$ cat src/rtl/hnf_req_tracker_pkg.sv
// hnf_req_tracker_pkg: CHI request flit layout plus HN-F tracker state and line-address helper.
package hnf_req_tracker_pkg;
   localparam int ADDR_W = 48;
   typedef struct packed {
      logic [3:0]        qos;
      logic [10:0]       tgtid;
      logic [10:0]       srcid;
      logic [11:0]       txnid;
      logic [6:0]        opcode;
      logic [ADDR_W-1:0] addr;
   } reqflit_t;
   typedef enum logic [1:0] {ST_FREE, ST_WAIT, ST_ACTIVE} trk_state_e;
   function automatic logic [ADDR_W-1:0] line_addr(input logic [ADDR_W-1:0] addr, input int unsigned off);
      return addr >> off;
   endfunction
endpackage

$ cat src/rtl/hnf_rr_arbiter.sv
// hnf_rr_arbiter: round-robin pick of the first request at or after i_ptr, wrapping; WIDTH must be a power of two.
module hnf_rr_arbiter #(
   parameter int WIDTH = 8
) (
   input  logic [WIDTH-1:0]         i_req,
   input  logic [$clog2(WIDTH)-1:0] i_ptr,
   output logic [WIDTH-1:0]         o_gnt,
   output logic [$clog2(WIDTH)-1:0] o_idx,
   output logic                     o_valid
);
   localparam int IW = $clog2(WIDTH);
   always_comb begin
      o_idx = '0;
      o_valid = 1'b0;
      // Scan downward so the lowest offset from the pointer wins.
      for (int k = WIDTH - 1; k >= 0; k--)
         if (i_req[IW'(i_ptr + IW'(k))]) begin
            o_idx = IW'(i_ptr + IW'(k));
            o_valid = 1'b1;
         end
      o_gnt = o_valid ? WIDTH'(1) << o_idx : '0;
   end
endmodule

$ cat src/rtl/hnf_req_tracker.sv
// hnf_req_tracker: pops posting-queue flits into tracker entries, serialises same-line requests
// through a dependency matrix and issues hazard-free entries round-robin until completion.
module hnf_req_tracker
   import hnf_req_tracker_pkg::*;
#(
   parameter int NUM_ENTRIES = 8,
   parameter int LINE_OFFSET = 6
) (
   input  logic                                 clock,
   input  logic                                 reset,
   input  logic [$bits(reqflit_t)-1:0]          i_in_flit,
   input  logic                                 i_in_valid,
   output logic                                 o_in_ready,
   output logic [$bits(reqflit_t)-1:0]          o_issue_flit,
   output logic [$clog2(NUM_ENTRIES)-1:0]       o_issue_idx,
   output logic                                 o_issue_valid,
   input  logic                                 i_issue_ready,
   input  logic                                 i_dealloc_valid,
   input  logic [$clog2(NUM_ENTRIES)-1:0]       i_dealloc_idx,
   output logic [$clog2(NUM_ENTRIES+1)-1:0]     o_occupancy
);
   localparam int IW = $clog2(NUM_ENTRIES);
   localparam int OW = $clog2(NUM_ENTRIES + 1);
   trk_state_e             r_state     [NUM_ENTRIES];
   trk_state_e             w_state_nxt [NUM_ENTRIES];
   reqflit_t               r_flit      [NUM_ENTRIES];
   logic [NUM_ENTRIES-1:0] r_dep       [NUM_ENTRIES];
   logic [NUM_ENTRIES-1:0] w_free, w_elig, w_hit, w_gnt, w_sel, w_clr;
   logic [IW-1:0]          r_rr_ptr, r_lock_idx, w_alloc_idx, w_arb_idx, w_issue_idx;
   logic [OW-1:0]          r_occ;
   logic                   r_lock, w_arb_valid, w_alloc, w_dealloc, w_issue;
   reqflit_t               w_in;
   assign w_in      = reqflit_t'(i_in_flit);
   assign w_alloc   = i_in_valid && o_in_ready;
   assign w_dealloc = i_dealloc_valid && r_state[i_dealloc_idx] == ST_ACTIVE;
   assign w_clr     = w_dealloc ? NUM_ENTRIES'(1) << i_dealloc_idx : '0;
   assign w_issue   = o_issue_valid && i_issue_ready;
   assign w_issue_idx = r_lock ? r_lock_idx : w_arb_idx;
   always_comb begin
      w_alloc_idx = '0;
      for (int i = NUM_ENTRIES - 1; i >= 0; i--)
         if (w_free[i]) w_alloc_idx = IW'(i);
   end
   for (genvar e = 0; e < NUM_ENTRIES; e++) begin : g_entry
      assign w_free[e] = r_state[e] == ST_FREE;
      assign w_elig[e] = r_state[e] == ST_WAIT && r_dep[e] == '0;
      assign w_hit[e]  = !w_free[e] && line_addr(r_flit[e].addr, LINE_OFFSET) == line_addr(w_in.addr, LINE_OFFSET);
      assign w_sel[e]  = r_lock ? r_lock_idx == IW'(e) : w_gnt[e];
      // Alloc, issue and dealloc always target distinct entries (FREE / WAIT / ACTIVE).
      assign w_state_nxt[e] = (w_alloc && w_alloc_idx == IW'(e)) ? ST_WAIT :
                              (w_issue && w_sel[e])              ? ST_ACTIVE :
                              w_clr[e]                           ? ST_FREE : r_state[e];
   end
   hnf_rr_arbiter #(.WIDTH(NUM_ENTRIES)) u_arb (
      .i_req   (w_elig),
      .i_ptr   (r_rr_ptr),
      .o_gnt   (w_gnt),
      .o_idx   (w_arb_idx),
      .o_valid (w_arb_valid)
   );
   always_ff @(posedge clock) begin
      if (reset) begin
         for (int i = 0; i < NUM_ENTRIES; i++) begin
            r_state[i] <= ST_FREE;
            r_dep[i]   <= '0;
         end
         r_lock     <= 1'b0;
         r_lock_idx <= '0;
         r_rr_ptr   <= '0;
         r_occ      <= '0;
      end else begin
         for (int i = 0; i < NUM_ENTRIES; i++) begin
            r_state[i] <= w_state_nxt[i];
            r_dep[i]   <= ((w_alloc && w_alloc_idx == IW'(i)) ? w_hit : r_dep[i]) & ~w_clr;
         end
         r_lock     <= o_issue_valid && !i_issue_ready;
         r_lock_idx <= w_issue_idx;
         if (w_issue) r_rr_ptr <= w_issue_idx + IW'(1);
         r_occ      <= r_occ + OW'(w_alloc) - OW'(w_dealloc);
      end
   end
   always_ff @(posedge clock)
      for (int i = 0; i < NUM_ENTRIES; i++)
         if (w_alloc && w_alloc_idx == IW'(i)) r_flit[i] <= w_in;
   always_comb begin
      o_in_ready    = |w_free;
      o_issue_valid = r_lock || w_arb_valid;
      o_issue_idx   = w_issue_idx;
      o_issue_flit  = r_flit[w_issue_idx];
      o_occupancy   = r_occ;
   end
   always_ff @(posedge clock)
      if (!reset && i_dealloc_valid)
         assert (r_state[i_dealloc_idx] == ST_ACTIVE)
         else $error("dealloc of non-active entry %0d", i_dealloc_idx);
endmodule

$ cat config.mk
export PLATFORM = sky130hd
export DESIGN_NAME = hnf_req_tracker
export DESIGN_NICKNAME = d
export VERILOG_FILES = /design/src/rtl/hnf_req_tracker_pkg.sv /design/src/rtl/hnf_rr_arbiter.sv /design/src/rtl/hnf_req_tracker.sv
export SDC_FILE = /design/constraint.sdc
export NUM_CORES = 1
export LEC_CHECK = 0
export CAP_MARGIN = 20
export CORE_AREA = 8 8 292 351
export DETAILED_ROUTE_END_ITERATION = 6
export DIE_AREA = 0 0 300 359
export REMOVE_ABC_BUFFERS = 1
export SLEW_MARGIN = 0
export SYNTH_ARGS = -nofsm -noshare
export SYNTH_HDL_FRONTEND = slang
export SYNTH_SLANG_ARGS = --single-unit
$ cat constraint.sdc
create_clock -name clock -period 8.21 [get_ports clock]
set_clock_uncertainty 0.05 [all_clocks]
set_input_delay 2.463 -clock clock [delete_from_list [all_inputs] [get_ports clock]]
set_output_delay 2.463 -clock clock [all_outputs]
set_load 0.03 [all_outputs]
==> results.py, run 1 <==
metrics = {
    "synthesis": {
        "async_reset_ff_share_pct": 0,
        "synth.avg_cell_area_um2": 13.0,
        "synth_warnings": 0,
        "synth_cell_type_count": 72,
        "synth-seq-cells": 835,
        "synth_edf_count": 744,
        "synth_cells": 2956,
        "seq_area_frac_synth_pct": 63.0,
        "ys.flop_type": "edfxtp_1",
        "synth_area_mm2": 0.0384,
    },
    "timing": {
        "rsz0062_at_grt": "false",
        "clock.fmax_ghz": 0.123,
        "fin_crit_sh_pct": 98.9,
        "setup_ws_ns": 0.0894,
        "timing.slew.headroom_pct": 16.1,
        "post-route-min-period_ns": 8.12,
        "drv_slew": 0,
        "hold_violations": 0,
        "fin_hold_ws_ns": 0.385,
        "worst_pin_slew_ns": 1.25,
        "setup_viol_count_final": 0,
    },
    "critical_path": {
        "cp_max_fo": 151,
        "criticalPathCategory": "reg -> out",
        "required_ns": 5.70,
        "cp_cell_sequence": "or4b_1 > or4b_4 > mux4_2 > mux2_2 > a21oi_1 > o21ai_0 > a32oi_4 > buf_4 > buf_12 > and3_1 > a211oi_1 > nor4_1 > buf_4",
        "start_kind": "flip-flop",
        "path_buf_inv": 3,
        "critPathArrivalTime_ns": 5.61,
        "cp-end-kind": "primary output",
        "cp_top_family": "simple AND/OR/NAND/NOR gates",
        "cp_common_cell": "buf_4",
        "slowest_stage": "or4b_4",
        "max_stage_delay_ns": 0.61,
    },
    "global_routing": {
        "grt_antenna_before_repair": 15,
        "grt.total_usage_pct": 22.4,
        "grt_pass1_wl_mm": 184,
        "gr-total-overflow": 0,
        "first_global_vias": 26900,
        "grt_max_degree": 243,
    },
    "clocking": {
        "cts_tree": "done",
        "clockBufferDepth": 3,
        "htree_levels": 3,
        "clk_pin_slew_worst_paths_ns": 0.05,
        "cts_buffers": 88,
        "clock_sinks": 835,
        "clkLatencyLatePin_ns": 0.67,
        "clockRootBuffer": "clkbuf_16",
    },
    "floorplan": {
        "fp.dieH_um": 359,
        "die_x_um": 300,
        "core-area_mm2": 0.0971,
        "io_pins": 203,
        "std_cell_rows": 126,
        "start_util_pct": 39.5,
        "die_area_mm2": 0.108,
    },
    "finish": {
        "final_nets": 3262,
        "multi_input_area_mm2": 0.0133,
        "design_area_mm2": 0.0461,
        "regArea_mm2": 0.0242,
        "finalNonFillerCells": 4517,
        "drive_gt1_share_pct": 15.1,
        "syn_to_final_growth_pct": 20.1,
        "fillers": 8553,
    },
    "routing": {
        "drtIter0Drc": 2551,
        "vias": 27100,
        "avgViaCountPerCell": 5.99,
        "m1WireLength_mm": 51.9,
        "wl_met3_mm": 9.65,
        "drt_wl_total_mm": 126,
        "wl_per_cell_um": 27.9,
        "drc": 0,
        "top_layer": "met5",
        "dr_wl_met2_mm": 59.2,
        "ant_nets": 0,
        "dr.pass1.iters": 6,
    },
    "pwr": {
        "total_power_mw": 22.0,
        "p_leak_nw": 15.6,
        "vdd_ir_drop_max_uv": 554,
        "power_density_mw_per_mm2": 477,
    },
    "place": {
        "post-place-ws_ns": 0.494,
        "gp_congestion": 0.950,
        "dp_cells": 4333,
        "dpl-instance-area_mm2": 0.0430,
        "place.port_buffers": 202,
        "hpwlAfterDp_mm": 79.8,
    },
    "status": {
        "outcome": "complete, no violations",
    },
    "flow_run": {
        "maxCapViolCount": 0,
    },
    "hold_path": {
        "worstHoldPathType": "reg -> reg",
    },
}
==> per-layer routing <==
layer	vias up	global-route usage, %
met3	250	4.76
met5	-	0
met2	1206	36.2
li1	11900	-
met4	10	8.78
met1	13700	29.3
==> kinds of logic after synthesis <==
group                    after synthesis  share of synthesized area, %
AND/OR/NAND/NOR                      923                          13.5
flip-flops                           835                          63.0
AO/OA/AOI/OAI                        549                          11.4
XOR/XNOR                             337                          7.69
buffers and inverters                274                          2.90
multiplexers                          30                          1.26
adder cells (fa/ha/maj)                8                         0.280
==> sequential cells by signal (all words and copies together), names as in the netlist <==
name and count:
o_occupancy 4, r_flit 744, r_dep 64, r_rr_ptr 3, r_lock 1, r_state 16, r_lock_idx 3
==> per-stage QoR <==
stage          util (%)  TNS [ns]
4_1_cts            47.3         0
2_1_floorplan         -  -1193.84
5_1_grt            47.5         0
3_3_place_gp       44.3         0
3_5_place_dp       44.3         0
6_report           47.5         0
==> cell usage in the layout (no fill, tap or decap), types with 6 or more instances in the layout <==
master / Yosys / routed
xor2_1: 302 / 302
nor3_1: 25 / 24
and2_1: 6 / 6
nand3_1: 33 / 33
nor4_2: 0 / 16
nor4b_1: 9 / 8
clkinv_2: 0 / 13
a211oi_1: 307 / 306
ha_1: 7 / 7
edfxtp_1: 744 / 744
diode_2: 0 / 8
and3_1: 380 / 380
clkinv_1: 6 / 20
buf_12: 0 / 91
o21ai_0: 13 / 13
nor2b_1: 9 / 9
xnor2_1: 35 / 35
dfxtp_1: 91 / 91
buf_4: 1 / 137
o32ai_1: 9 / 9
nand4_1: 33 / 33
mux4_2: 14 / 14
bufinv_16: 0 / 7
nor3b_1: 6 / 6
nand2_1: 157 / 156
o221ai_1: 7 / 7
clkbuf_16: 0 / 89
o211ai_1: 9 / 9
clkbuf_1: 189 / 27
nor4_1: 178 / 162
mux2i_1: 11 / 11
a211oi_2: 70 / 71
clkdlybuf4s50_1: 0 / 109
nor2_1: 66 / 66
a21oi_1: 72 / 72
inv_1: 35 / 30
==> synthesized netlist by cell type, types with 7 or more instances <==
| cell | number | area (um^2) |
|---|---|---|
| and3_1 | 380 | 2380 |
| xor2_1 | 302 | 2650 |
| nor4b_1 | 9 | 78.8 |
| nand2_1 | 157 | 589 |
| clkbuf_1 | 189 | 709 |
| inv_1 | 35 | 131 |
| o32ai_1 | 9 | 78.8 |
| a211oi_2 | 70 | 876 |
| mux2i_1 | 11 | 110 |
| nor4_1 | 178 | 1110 |
| nor2b_1 | 9 | 56.3 |
| buf_6 | 7 | 78.8 |
| buf_2 | 21 | 105 |
| nor2_1 | 66 | 248 |
| xnor2_1 | 35 | 307 |
| a21oi_1 | 72 | 360 |
| nand3_1 | 33 | 165 |
| buf_1 | 15 | 56.3 |
| a211oi_1 | 307 | 2300 |
| dfxtp_1 | 91 | 1820 |
| ha_1 | 7 | 87.6 |
| edfxtp_1 | 744 | 22300 |
| nand4_1 | 33 | 206 |
| o221ai_1 | 7 | 61.3 |
| nor3_1 | 25 | 125 |
| o21ai_0 | 13 | 65.1 |
| mux4_2 | 14 | 315 |
| o211ai_1 | 9 | 67.6 |
==> layout make-up <==
| type | instances | area share [%] |
|---|---|---|
| clock inverter | 46 | 1.08 |
| sequential | 835 | 52.4 |
| inverter | 41 | 0.415 |
| timing repair buffer | 340 | 8.61 |
| multi-input combinational | 1847 | 28.8 |
| antenna | 8 | 0.0434 |
| tap | 1280 | 3.47 |
| clock buffer | 120 | 5.16 |
==> power breakdown <==
part	switching (mW)	leakage [nW]	total (mW)	internal (mW)
Clock	1.71	1.39	3.98	2.27
Sequential	0.147	7.49	5.11	4.96
Combinational	7.31	6.67	12.9	5.59
Total	9.17	15.6	22.0	12.8
==> final timing paths <==
kind              slack (ns)  cells past startpoint               to          start
hold / removal          0.38                      2     r_dep[1][22]   r_dep[1][22]
setup reg to reg        3.69                     10    r_state[5][0]   r_dep[1][10]
setup / recovery        0.09                     13  o_issue_flit[0]  r_state[5][1]
hold reg to reg         0.38                      2     r_dep[1][22]   r_dep[1][22]
==> repair_timing <==
action | CTS | global route
hold buffers | 0 | 0
setup endpoints to repair | 11 | 64
setup buffers | 0 | 10
gates resized for setup | 10 | 11
pin swaps | 0 | 3
==> worst register-to-register path, delay by kind of cell (launching register included) <==
| family | cells | cell delay (ns) |
|---|---|---|
| DFF | 1 | 0.31 |
| AOI/OAI and AO/OA | 3 | 1.26 |
| and+or+nand+nor | 6 | 2.33 |
| muxes | 1 | 0.48 |
No activity file was read; power rests on OpenSTA's default activity.
==> run 2, diff against run 1 <==
Settings changed: CORE_AREA 8 8 292 351 to 3 3 287 346, DIE_AREA 0 0 300 359 to 0 0 290 349.
==> results.py, run 2 (synthesis gave the netlist of run 1 again) <==
metrics = {
    "status": {
        "outcome": "complete, no violations",
    },
    "critical_path": {
        "critPathArrivalTime_ns": 5.65,
        "r2r_setup_slack_ns": 3.39,
        "criticalPathCategory": "reg -> out",
        "start_kind": "flip-flop",
        "slowest_stage": "or4b_4",
        "cp_cell_sequence": "or4b_1 > or4b_4 > mux4_2 > o221ai_1 > a32oi_1 > or3_1 > o31ai_4 > buf_4 > o21bai_4 > buf_12 > a211oi_1 > nor4_1 > buf_4 > buf_12",
        "required_ns": 5.70,
        "cp-end-kind": "primary output",
        "max_stage_delay_ns": 0.61,
        "cp_max_fo": 40,
    },
    "routing": {
        "avgViaCountPerCell": 5.99,
        "ant_nets": 0,
        "wl_per_cell_um": 27.4,
        "vias": 26900,
        "drc": 0,
        "drtIter0Drc": 2776,
        "drt_wl_total_mm": 123,
        "dr.pass1.iters": 5,
    },
    "clocking": {
        "clockRootBuffer": "clkbuf_16",
        "cts_tree": "done",
        "htree_levels": 3,
        "clk_pin_slew_worst_paths_ns": 0.06,
        "clockBufferDepth": 3,
        "clkLatencyLatePin_ns": 0.67,
        "cts_buffers": 87,
        "post_cts_buffers": 0,
        "clock_sinks": 835,
    },
    "finish": {
        "syn_to_final_growth_pct": 19.4,
        "top_regs": "r_flit (744), r_dep (64), r_state (16)",
        "largest-register": "r_flit",
        "drive_gt1_share_pct": 14.3,
        "fillers": 8501,
        "design_area_mm2": 0.0458,
        "final_cell_mix": "edfxtp_1, and3_1, a211oi_1, xor2_1, nor4_1",
        "final_nets": 3246,
        "layout_commonest_cell": "edfxtp_1",
        "finalNonFillerCells": 4485,
        "largest_reg_flops": 744,
    },
    "timing": {
        "setup_viol_count_final": 0,
        "drv_slew": 0,
        "post-route-min-period_ns": 8.16,
        "hold_violations": 0,
        "fin_crit_sh_pct": 99.4,
        "clock.fmax_ghz": 0.123,
        "timing.slew.headroom_pct": 17.4,
        "worst_pin_slew_ns": 1.23,
    },
    "place": {
        "dp_cells": 4317,
        "place.port_buffers": 202,
        "dpl-instance-area_mm2": 0.0430,
        "gp_congestion": 0.946,
        "hpwlAfterDp_mm": 76.2,
    },
    "floorplan": {
        "fp.dieH_um": 349,
        "std_cell_rows": 125,
        "die_area_mm2": 0.101,
        "die_x_um": 290,
        "io_pins": 203,
        "start_util_pct": 39.8,
        "core-area_mm2": 0.0963,
    },
    "global_routing": {
        "grt_max_degree": 192,
        "grt_pass1_wl_mm": 180,
        "first_global_vias": 26500,
        "grt.total_usage_pct": 23.4,
        "grt_antenna_before_repair": 15,
        "gr-total-overflow": 0,
    },
    "pwr": {
        "p_leak_nw": 15.4,
        "power_density_mw_per_mm2": 475,
        "vdd_ir_drop_max_uv": 569,
        "total_power_mw": 21.8,
    },
    "hold_path": {
        "worstHoldPathType": "reg -> reg",
    },
    "flow_run": {
        "maxCapViolCount": 0,
    },
}
==> run 2: repair_timing <==
item / in CTS / in global routing
gates resized for setup: 6 / 8
cloned: 0 / 0
endpoints found under the setup margin: 6 / 36
pin swaps: 0 / 1
hold buffers: 0 / 0
==> run 2: layout make-up <==
type | instances | area, um^2 | share of cell area [%]
Sequential cell | 835 | 24200 | 52.7
Tap cell | 1270 | 1590 | 3.47
Timing Repair Buffer | 325 | 3910 | 8.53
Inverter | 41 | 191 | 0.418
Antenna cell | 9 | 22.5 | 0.0492
Multi-Input combinational cell | 1847 | 13200 | 28.9
Clock buffer | 112 | 2300 | 5.03
Clock inverter | 46 | 403 | 0.879
==> run 2: critical path: cells and delay by family, from the launching register on <==
family,cells,cell delay [ns]
multiplexers,1,0.55
flip-flops,1,0.35
buffers and inverters,4,0.85
AO/OA/AOI/OAI,5,0.94
AND/OR/NAND/NOR,4,2.27
==> run 2: worst paths after layout <==
path | startpoint | end | depth (start not counted)
max | r_state[5][1] | o_issue_flit[38] | 14
min | r_dep[0][18] | r_dep[0][18] | 2
max reg2reg | r_state[5][1] | r_state[5][1] | 10
min reg2reg | r_dep[0][18] | r_dep[0][18] | 2
==> run 2: metrics by stage <==
step	hold WS, ns	setup slack (ns)	utilization, %	setup TNS [ns]
finish	0.381	0.0483	47.6	0
global route	0.398	-0.00455	47.5	-0.00455
CTS	0.381	0.0289	47.5	0
detailed placement	0.373	0.476	44.6	0
global placement	0.366	0.528	44.6	0
floorplan	0.359	-12.38	-	-1193.84
==> run 2: where the power goes <==
part / switching, mW / total (mW) / internal, mW
clock network: 1.66 / 3.81 / 2.15
registers: 0.128 / 5.09 / 4.96
logic: 7.28 / 12.8 / 5.57
==> run 2: metal layers <==
layer	routed length [um]	vias to the layer above	part of all wire, %	GRT usage, %
met1	51600	13700	42	31.4
met2	57500	1056	47	37.5
met3	9390	210	7.6	5.42
li1	-	11900	-	-
met4	4190	12	3.4	8.15
met5	84	-	0.068	0
